## config.mk

```make
export PLATFORM = sky130hd
export DESIGN_NAME = avg_channel_sequencer
export DESIGN_NICKNAME = d
export VERILOG_FILES = /design/src/rtl/avg_seq_pkg.sv /design/src/rtl/tick_divider.sv /design/src/rtl/avg_channel_sequencer.sv
export SDC_FILE = /design/constraint.sdc
export NUM_CORES = 1
export LEC_CHECK = 0
export BUFFER_PORTS_ARGS = -buffer_cell sky130_fd_sc_hd__buf_2
export CAP_MARGIN = 5
export CORE_AREA = 2 2 123 95
export CTS_CLUSTER_DIAMETER = 60
export DETAILED_ROUTE_END_ITERATION = 10
export DIE_AREA = 0 0 125 97
export GPL_ROUTABILITY_DRIVEN = 1
export GPL_TIMING_DRIVEN = 0
export PLACE_DENSITY = 0.91
export SETUP_SLACK_MARGIN = 0.2
export SYNTH_ARGS = -nofsm -noshare
export SYNTH_HDL_FRONTEND = slang
export SYNTH_SLANG_ARGS = --single-unit
```

## constraint.sdc

```tcl
create_clock -name clk -period 2.1 [get_ports clk]
set_input_delay 0.21 -clock clk [delete_from_list [all_inputs] [get_ports clk]]
set_output_delay 0.21 -clock clk [all_outputs]
set_load 0.01 [all_outputs]
```

## src/rtl/avg_seq_pkg.sv

```systemverilog
// Shared types and width helper for the channel-sequenced averager.
//   state_t : sequencer FSM states
//   fld_w   : bit width needed to hold values 0..n-1 (minimum 1)
package avg_seq_pkg;

   typedef enum logic [2:0] {
      FLUSH,
      WAIT_TICK,
      FETCH,
      ISSUE,
      SETTLE
   } state_t;

   function automatic int unsigned fld_w(input int unsigned n);
      return (n < 2) ? 1 : $clog2(n);
   endfunction

endpackage

```

## src/rtl/tick_divider.sv

```systemverilog
// Free-running sample-tick divider: counts 0..DIV-1, o_tick high on DIV-1.
//   clk    : clock
//   reset  : synchronous active-high reset, count returns to 0
//   o_tick : one-cycle tick, decode of the count register
module tick_divider
   import avg_seq_pkg::*;
#(
   parameter int unsigned DIV = 1000
) (
   input  logic clk,
   input  logic reset,
   output logic o_tick
);

   localparam int unsigned CW = fld_w(DIV);

   logic [CW-1:0] r_cnt;

   always_ff @(posedge clk) begin
      if (reset)
         r_cnt <= '0;
      else if (r_cnt == CW'(DIV - 1))
         r_cnt <= '0;
      else
         r_cnt <= r_cnt + CW'(1);
   end

   assign o_tick = (r_cnt == CW'(DIV - 1));

endmodule

```

## src/rtl/avg_channel_sequencer.sv

```systemverilog
// Time-shares one moving-average datapath among CH sample sources.
// Pulls one sample per tick from the active channel, feeds the averager,
// and reports results once WINDOW samples have been issued since a flush.
//   clk, reset      : clock, synchronous active-high reset
//   i_ch_sel/_load  : channel switch request and its one-cycle strobe
//   i_ch_valid/data : per-channel samples; o_ch_ready one-hot to active channel
//   o_avg_clr/en/din, i_avg_q : averager control, sample and result
//   o_res_valid/data/ch       : averaged result strobe, value, channel
//   o_sample_miss   : tick dropped because the sequencer was busy
module avg_channel_sequencer
   import avg_seq_pkg::*;
#(
   parameter int unsigned N      = 32,
   parameter int unsigned CH     = 4,
   parameter int unsigned WINDOW = 256,
   parameter int unsigned DIV    = 1000,
   parameter int unsigned LAT    = 2
) (
   input  logic                   clk,
   input  logic                   reset,
   input  logic [$clog2(CH)-1:0]  i_ch_sel,
   input  logic                   i_ch_sel_load,
   input  logic [CH-1:0]          i_ch_valid,
   input  logic [CH*N-1:0]        i_ch_data,
   output logic [CH-1:0]          o_ch_ready,
   output logic                   o_avg_clr,
   output logic                   o_avg_en,
   output logic [N-1:0]           o_avg_din,
   input  logic [N-1:0]           i_avg_q,
   output logic                   o_res_valid,
   output logic [N-1:0]           o_res_data,
   output logic [$clog2(CH)-1:0]  o_res_ch,
   output logic                   o_sample_miss
);

   localparam int unsigned CHW = fld_w(CH);
   localparam int unsigned WCW = fld_w(WINDOW + 1);
   localparam int unsigned SCW = fld_w(LAT);

   if (CH < 2 || LAT < 1 || DIV <= LAT + 3) begin : g_param_err
      $error("avg_channel_sequencer: need CH>=2, LAT>=1 and DIV>LAT+3");
   end

   state_t         r_state;
   state_t         w_state_nxt;
   logic [CHW-1:0] r_active;
   logic [CHW-1:0] r_pend_ch;
   logic           r_pend;
   logic [WCW-1:0] r_warm;
   logic [SCW-1:0] r_settle;
   logic [N-1:0]   r_sample;
   logic           r_res_valid;
   logic [N-1:0]   r_res_data;
   logic [CHW-1:0] r_res_ch;

   logic           w_tick;
   logic           w_load_ok;
   logic           w_settle_last;
   logic           w_active_valid;
   logic [N-1:0]   w_active_data;
   logic           w_xfer;
   logic           w_clr_c;
   logic           w_en_c;
   logic           w_ready_c;
   logic           w_miss_c;

   tick_divider #(.DIV(DIV)) u_tick (
      .clk    (clk),
      .reset  (reset),
      .o_tick (w_tick)
   );

   // Out-of-range or same-channel requests are dropped.
   assign w_load_ok      = i_ch_sel_load && (32'(i_ch_sel) < CH) && (i_ch_sel != r_active);
   assign w_settle_last  = (r_settle == SCW'(LAT - 1));
   assign w_active_valid = i_ch_valid[r_active];
   assign w_active_data  = i_ch_data[32'(r_active) * N +: N];

   // Next-state and strobe decode; a tick is a miss unless WAIT_TICK consumes it.
   always_comb begin
      w_state_nxt = r_state;
      w_clr_c     = 1'b0;
      w_en_c      = 1'b0;
      w_ready_c   = 1'b0;
      w_xfer      = 1'b0;
      w_miss_c    = w_tick;
      case (r_state)
         FLUSH: begin
            w_clr_c     = 1'b1;
            w_state_nxt = WAIT_TICK;
         end
         WAIT_TICK: begin
            if (w_load_ok) begin
               w_state_nxt = FLUSH;
            end else if (w_tick) begin
               w_miss_c    = 1'b0;
               w_state_nxt = FETCH;
            end
         end
         FETCH: begin
            if (w_load_ok) begin
               w_state_nxt = FLUSH;
            end else begin
               w_ready_c = 1'b1;
               if (w_active_valid) begin
                  w_xfer      = 1'b1;
                  w_state_nxt = ISSUE;
               end
            end
         end
         ISSUE: begin
            w_en_c      = 1'b1;
            w_state_nxt = SETTLE;
         end
         SETTLE: begin
            if (w_settle_last)
               w_state_nxt = (r_pend || w_load_ok) ? FLUSH : WAIT_TICK;
         end
         default: w_state_nxt = FLUSH;
      endcase
   end

   // State, pending switch, warm-up and result registers.
   always_ff @(posedge clk) begin
      if (reset) begin
         r_state     <= FLUSH;
         r_active    <= '0;
         r_pend      <= 1'b0;
         r_pend_ch   <= '0;
         r_warm      <= '0;
         r_settle    <= '0;
         r_sample    <= '0;
         r_res_valid <= 1'b0;
         r_res_data  <= '0;
         r_res_ch    <= '0;
      end else begin
         r_state     <= w_state_nxt;
         r_res_valid <= 1'b0;
         if (w_load_ok) begin
            r_pend    <= 1'b1;
            r_pend_ch <= i_ch_sel;
         end
         case (r_state)
            FLUSH: begin
               // A request arriving during FLUSH is applied directly.
               r_warm <= '0;
               r_pend <= 1'b0;
               if (w_load_ok)
                  r_active <= i_ch_sel;
               else if (r_pend)
                  r_active <= r_pend_ch;
            end
            FETCH: begin
               if (w_xfer)
                  r_sample <= w_active_data;
            end
            ISSUE: begin
               r_settle <= '0;
               if (r_warm != WCW'(WINDOW))
                  r_warm <= r_warm + WCW'(1);
            end
            SETTLE: begin
               r_settle <= r_settle + SCW'(1);
               if (w_settle_last) begin
                  r_res_valid <= (r_warm == WCW'(WINDOW));
                  r_res_data  <= i_avg_q;
                  r_res_ch    <= r_active;
               end
            end
            default: ;
         endcase
      end
   end

   // Strobes are decodes of the state register, held low during reset.
   assign o_ch_ready    = (w_ready_c && !reset) ? (CH'(1) << r_active) : '0;
   assign o_avg_clr     = w_clr_c  && !reset;
   assign o_avg_en      = w_en_c   && !reset;
   assign o_sample_miss = w_miss_c && !reset;
   assign o_avg_din     = r_sample;
   assign o_res_valid   = r_res_valid;
   assign o_res_data    = r_res_data;
   assign o_res_ch      = r_res_ch;

endmodule
```

==> parameters.txt, run 1 <==
Parameter                              Value

Outcome
  Status ... finished clean

Clocking
  # hold bufs at CTS ... 0
  CTS H-tree depth ... 3
  Clock tree from TritonCTS ... built
  Latest clock arrival within the worst-skew pair ... 0.34 ns
  Number of buffers added by the clock tree synthesis step ... 9
  Clock Sink Count ... 95
  Maximum number of buffers from clock root to sink ... 2
  Clock Tree Root ... clkbuf_16
  Register clock-pin slew on the reported worst setup and hold paths ... approximately 0.07 ns

Place
  HPWL reported at the end of detailed placement ... approximately 12000 µm
  Placer Congestion ... roughly 0.87
  IO Port Bufs ... between 200 and 250
  Post-Place Cell Area ... 0.00629 mm²

Synth
  Number of nets produced by synthesis ... 695
  Number of distinct standard cells referenced by the synthesized netlist ... between 50 and 60
  Top FF cell, synth ... dfxtp_1
  Sequential fraction of the synthesis area ... 38.7%
  Post-synth ARST share ... 0%
  Yosys warns ... 0
  Number of instances in the synthesized netlist ... roughly 520
  Synthesis-stage register bit count ... 95
  Cell area after synthesis ... ~0.0049 mm²
  Avg Cell Area, Syn ... roughly 9.4 µm²
  Number of enable flip-flop cells after synthesis ... 0

Route
  First-pass iteration count of the detailed router ... 6
  Detailed Route WL ... between 15000 and 20000 µm
  Number of nets with antenna violations after routing ... 0
  Detailed Route Iter0 Violations ... 252
  Average routed wire per standard cell ... 17.4 µm
  Total via count after detailed routing ... about 5.2k
  Remaining routing DRC violations ... 0
  Average via count per standard cell ... around 5.7

Die
  Width of the die ... between 100 and 150 µm
  I/O pin total ... about 240
  Vertical die dimension ... 97 µm
  Initial cell density of the core ... 45.4%
  Standard-cell row count ... 33
  Die outline area ... 0.0121 mm²
  Area inside the core boundary ... around 0.011 mm²

STA
  Final-report hold violation count ... 0
  Pin slew with the least headroom to its limit ... between 0.6 and 0.7 ns
  Number of pins exceeding their max-slew limit in the final report ... 0
  Period minus WS final ... between 1.5 and 2 ns
  Layout Skew ... slightly above 0.007 ns
  Total Neg Setup Slack ... 0 ns
  Unrepaired setup endpoints after global routing ... true
  Final setup violation count ... 0
  Post-route clock period utilization ... ~90%
  Worst max-slew margin expressed relative to the limit ... 54.8%
  Fmax ... 525 MHz

Worst setup path
  Largest fanout of any net on the critical path ... 5
  Beginning of the worst register-to-register path ... r_active[0]
  Critical path startpoint category ... register
  Endpoint of the most critical setup path ... o_sample_miss
  Required time worst endpoint ... roughly 1.9 ns
  FF-to-FF setup slack ... 0.34 ns
  Worst reg-to-reg path cell count ... 6
  Data arrival, critical path ... around 1.7 ns
  Setup crit end kind ... output pin
  Worst reg2reg endpoint ... o_avg_din[7]
  CP Launch Point ... r_active[1]
  Critical Setup Path Class ... register to output pin

GRT
  Global-route wire length before repair ... between 20000 and 30000 µm
  Number of antenna violations at the first check in global routing ... 1
  Number of global-route vias before repair ... between 5k and 6k
  GRT Resource Usage Total ... between 20% and 30%
  Pin count of the biggest net entering global routing ... 17
  Global route total overflow ... 0

Pwr
  P per Cell Area ... 748 mW/mm²
  Leakage power total ... approximately 2.8 nW
  Peak supply drop ... 0.000466 V

Final layout
  Synth-to-layout area growth ... 37.3%
  Finished layout cell area ... slightly below 0.007 mm²
  Post-layout net count ... 951
  Number of inserted diodes ... 0
  Layout cell share with drive strength beyond 1 ... 44.6%

Flow run
  Max-cap violations ... 0

Hold path
  Kind of path behind the tightest hold check ... input pin to register
  Hold path startpoint ... i_avg_q[7]
## registers in the layout, indices dropped and copies added (netlist names)
register	flops
o_avg_din	32
o_res_data	32
u_tick.r_cnt	10
r_warm	9
r_state	3
o_res_ch	2
r_active	2
r_pend_ch	2
o_res_valid	1
r_pend	1
r_settle	1
## final cells by class
class / count / area (µm²)
Buffer: 53 / 327
Clock buffer: 9 / 225
Clock inverter: 6 / 93.8
Fill cell: 922 / 4070
Inverter: 6 / 22.5
Multi-Input combinational cell: 369 / 2770
Sequential cell: 95 / 1900
Tap cell: 140 / 175
Timing Repair Buffer: 245 / 1240
## Yosys cell counts, types with 3 or more instances
cell type   n  area [µm²]
mux2i_1     6        60.1
a21oi_1    69         345
inv_1       6        22.5
nand3_1     4        20.0
clkbuf_1   17        63.8
nor3_1     11        55.1
dfxtp_1    95        1900
ha_1        3        37.5
nor2_1     27         101
buf_2      21         105
buf_4       4        30.0
o21ai_0     4        20.0
o21a_1      5        37.5
xor2_1      5        43.8
and2_1      3        18.8
a31oi_1     5        31.3
nand4_1    36         225
nand2_1    78         293
buf_6       9         101
mux4_2     32         721
a211oi_1    3        22.5
nand2b_1    3        18.8
xnor2_1     8        70.1
o31ai_1    32         240
## metrics by stage
step / worst slack, ns / power [mW] / util [%] / instances / hold WS [ns]
global route: 0.0987 / 5.25 / 62.4 / 923 / 0.102
CTS: 0.193 / 5.05 / 62.3 / 923 / 0.0919
floorplan: 0.569 / 2.84 / - / 523 / 0.346
finish: 0.194 / 5.05 / 62.4 / 923 / 0.105
detailed placement: 0.295 / 3.23 / 58.2 / 904 / 0.442
global placement: 0.338 / 3.21 / 58.2 / 904 / 0.428
## cells in the final DEF (no fill, tap or decap), types with 6 or more instances in the layout
master / synthesis / routed
xnor2_1: 8 / 8
buf_2: 21 / 258
dfxtp_1: 95 / 95
nor2_1: 27 / 27
nand4_1: 36 / 36
o31ai_1: 32 / 32
mux4_2: 32 / 32
nor3_1: 11 / 9
buf_6: 9 / 11
buf_4: 4 / 10
a21oi_1: 69 / 69
inv_1: 6 / 6
nand2_1: 78 / 78
mux2i_1: 6 / 6
clkbuf_1: 17 / 16
clkbuf_16: 0 / 9
## worst max-delay path: stages, from the launching register on
cell and delay, ns:
dfxtp_1 0.31, buf_4 0.16, xor2_2 0.15, o21a_2 0.23, buf_6 0.12, nor3_4 0.14
nor3b_2 0.08, buf_2 0.16
## how the worst min path moves through the flow
stage	to	slack, ns	cells past startpoint
6_report	o_res_data[7]	0.11	3
5_1_grt	o_res_data[5]	0.10	3
3_5_place_dp	u_tick.r_cnt[0]	0.44	1
2_1_floorplan	o_res_data[0]	0.35	2
4_1_cts	o_res_data[7]	0.09	3
3_3_place_gp	u_tick.r_cnt[0]	0.43	1
## where the power goes
| group | switching, mW | internal, mW |
|---|---|---|
| Sequential | 0.0185 | 1.83 |
| Clock | 0.711 | 1.05 |
| Combinational | 0.764 | 0.681 |
| Total | 1.49 | 3.56 |
## logic make-up after synthesis
group,synth area share (%)
AOI/OAI and AO/OA,16.8
xor gates and xnor gates,2.32
adders and majority gates,0.764
buffers and inverters,6.72
DFF,38.7
muxes,16.5
and+or+nand+nor,18.3
## per-layer routing
metal,vias up,GRT usage (%),part of all wire [%]
li1,2449,-,-
met1,2430,31.4,40
met2,307,45.6,49
met3,38,6.58,9.0
met4,2,8.97,2.6
met5,-,0,0.081
## timing repair
action | in CTS | in global routing
setup buffers | 4 | 0
pin swaps | 8 | 2
resized for setup | 18 | 2
endpoints found under the setup margin | 5 | 9
No activity file was read; power rests on OpenSTA's default activity.
==> inputs of run 2 (changes only) <==
--- a/config.mk
+++ b/config.mk
@@ -14,5 +14,7 @@
 export GPL_ROUTABILITY_DRIVEN = 1
 export GPL_TIMING_DRIVEN = 0
+export HOLD_SLACK_MARGIN = 0.03
 export PLACE_DENSITY = 0.91
+export RECOVER_POWER = 25
 export SETUP_SLACK_MARGIN = 0.2
 export SYNTH_ARGS = -nofsm -noshare
==> constraint.sdc (replaced) <==
create_clock -name clk -period 2.1 [get_ports clk]
set_input_delay 0.42 -clock clk [delete_from_list [all_inputs] [get_ports clk]]
set_output_delay 0.42 -clock clk [all_outputs]
set_load 0.01 [all_outputs]
==> run 2 against run 1 <==
Final area grew 0.65%. First-iteration DRC count is 11% higher. Sequential power barely moved. Non-clock buffer count increased by 5. Critical endpoint unchanged.
==> parameters.txt, run 2 (same netlist as run 1, synthesis figures left out) <==
Parameter                              Value

Final layout
  Finished layout cell area ... 0.00679 mm² (was 0.00675 mm²)
  Layout cell share with drive strength beyond 1 ... 41.2% (was 44.6%)
  Post-layout net count ... 956 (was 951)
  Synth-to-layout area growth ... 38.2% (was 37.3%)
  Final core utilization ... 62.8% (was 62.4%)
  Non-filler instance count after layout ... 928 (was 923)
  Most frequent cells in the layout ... buf_2, dfxtp_1, nand2_1 (unchanged)
  Most common cell after layout, fill and taps aside ... buf_2 (unchanged)
  Number of inserted diodes ... 0 (unchanged)

GRT
  Number of global-route vias before repair ... 5030 (unchanged)
  Global route total overflow ... 0 (unchanged)
  Global-route wire length before repair ... 25300 µm (about the same)
  Number of antenna violations at the first check in global routing ... 1 (unchanged)
  Pin count of the biggest net entering global routing ... 17 (unchanged)
  GRT Resource Usage Total ... 26.1% (about the same)

Route
  Remaining routing DRC violations ... 0 (unchanged)
  Number of nets with antenna violations after routing ... 0 (unchanged)
  First-pass iteration count of the detailed router ... 5 (was 6)
  Average routed wire per standard cell ... 17.5 µm (was 17.4 µm)
  Detailed Route Iter0 Violations ... 279 (was 252)
  Total via count after detailed routing ... 5231 (was 5226)
  Average via count per standard cell ... 5.64 (was 5.66)
  Detailed Route WL ... 16300 µm (was 16000 µm)

Clocking
  # hold bufs at CTS ... 0 (unchanged)
  Clock Tree Root ... clkbuf_16 (unchanged)
  Register clock-pin slew on the reported worst setup and hold paths ... 0.07 ns (about the same)
  Latest clock arrival within the worst-skew pair ... 0.34 ns (about the same)
  CTS H-tree depth ... 3 (unchanged)
  Number of buffers added by the clock tree synthesis step ... 9 (unchanged)
  Clock tree from TritonCTS ... built (unchanged)
  Clock Sink Count ... 95 (unchanged)
  Maximum number of buffers from clock root to sink ... 2 (unchanged)

Die
  Area inside the core boundary ... 0.0108 mm² (unchanged)
  I/O pin total ... 243 (unchanged)
  Width of the die ... 125 µm (unchanged)
  Die outline area ... 0.0121 mm² (unchanged)
  Vertical die dimension ... 97 µm (unchanged)
  Initial cell density of the core ... 45.4% (unchanged)
  Standard-cell row count ... 33 (unchanged)

STA
  Period minus WS final ... 2.10 ns (was 1.91 ns)
  Fmax ... 476 MHz (was 525 MHz)
  Number of pins exceeding their max-slew limit in the final report ... 0 (unchanged)
  Unrepaired setup endpoints after global routing ... true (unchanged)
  Post-route clock period utilization ... 100% (was 90.8%)
  Worst max-slew margin expressed relative to the limit ... 53.5% (was 54.8%)
  Layout Skew ... 0.00693 ns (was 0.00712 ns)
  Final-report hold violation count ... 0 (unchanged)
  Pin slew with the least headroom to its limit ... 0.698 ns (was 0.678 ns)
  Final setup violation count ... 0 (unchanged)

Worst setup path
  Critical Setup Path Class ... register to output pin (unchanged)
  Data arrival, critical path ... 1.68 ns (was 1.70 ns)
  Crit path cell chain ... buf_6 > xor2_4 > o21a_2 > buf_6 > nor3_4 > nor3b_2 > buf_2 (was buf_4 > xor2_2 > o21a_2 > buf_6 > nor3_4 > nor3b_2 > buf_2)
  WP buf/inv ... 3 (unchanged)
  Most used cell along the critical path ... buf_6
  Biggest cell delay along the critical path ... 0.32 ns (was 0.31 ns)
  Critical path's top delay family ... buffers and inverters (unchanged)
  Critical path startpoint category ... register (unchanged)
  Required time worst endpoint ... 1.68 ns (was 1.89 ns)
  Largest fanout of any net on the critical path ... 4 (was 5)
  Critical Path Slowest Stage Cell ... dfxtp_2 (was dfxtp_1)
  Setup crit end kind ... output pin (unchanged)

Hold path
  Kind of path behind the tightest hold check ... input pin to register (unchanged)

Flow run
  Max-cap violations ... 0 (unchanged)

Place
  Number of instances in the placed design ... 904 (unchanged)
  Placer Congestion ... 0.867 (unchanged)
  Post-Place Cell Area ... 0.00629 mm² (unchanged)
  HPWL reported at the end of detailed placement ... 12500 µm (unchanged)
  IO Port Bufs ... 241 (unchanged)

Outcome
  Status ... finished clean (unchanged)

Pwr
  Leakage power total ... 2.65 nW (was 2.80 nW)
  P per Cell Area ... 751 mW/mm² (was 748 mW/mm²)
  Peak supply drop ... 0.000484 V (was 0.000466 V)
==> run 2: through the flow <==
stage               setup TNS (ns)  hold WS [ns]  total power [mW]  setup WS (ns)
detailed placement               0         0.442              3.23        0.00360
finish                           0         0.314              5.10       0.000987
CTS                       -0.00940         0.302              5.07       -0.00940
floorplan                        0         0.417              2.84          0.359
global route               -0.0889         0.312              5.30        -0.0550
global placement                 0         0.428              3.21         0.0499
==> run 2: routing by layer <==
layer | track usage [%] | part of all wire, %
met1 | 31.4 | 41
met2 | 45.6 | 49
met3 | 6.64 | 8.0
met4 | 8.97 | 2.3
met5 | 0 | 0.080
==> run 2: final cells by class <==
cell class	instances	area [µm²]
Buffer	53	333
Inverter	6	22.5
Fill cell	939	4030
Clock inverter	6	93.8
Sequential cell	95	1910
Tap cell	140	175
Clock buffer	9	225
Multi-Input combinational cell	369	2810
Timing Repair Buffer	250	1220
==> run 2: where the power goes <==
group | switching [mW] | leakage, nW | total (mW) | internal, mW
Clock | 0.706 | 0.152 | 1.75 | 1.04
Combinational | 0.785 | 1.73 | 1.50 | 0.712
Sequential | 0.0207 | 0.769 | 1.85 | 1.83
Total | 1.51 | 2.65 | 5.10 | 3.59
==> run 2: worst paths after layout <==
check / slack (ns) / end / cells after the start / start
max: 0.001 / o_sample_miss / 7 / r_active[0]
min: 0.31 / o_res_data[7] / 3 / i_avg_q[7]
min reg2reg: 0.44 / u_tick.r_cnt[0] / 1 / u_tick.r_cnt[0]
max reg2reg: 0.26 / o_avg_din[7] / 7 / r_active[0]
==> run 2: worst register-to-register path, stage by stage (launching register included) <==
cell     delay [ns]
dfxtp_2        0.33
buf_6          0.12
buf_4          0.12
buf_6          0.19
mux2_4         0.38
buf_6          0.16
o31ai_1        0.28
a21oi_1        0.12
==> run 2: what timing repair did <==
| action | 4_1_cts | 5_1_grt |
|---|---|---|
| cloned | 0 | 0 |
| gates resized for setup | 23 | 14 |
| setup endpoints to repair | 7 | 11 |
| pin swaps | 9 | 7 |
| buffers inserted | 5 | 4 |
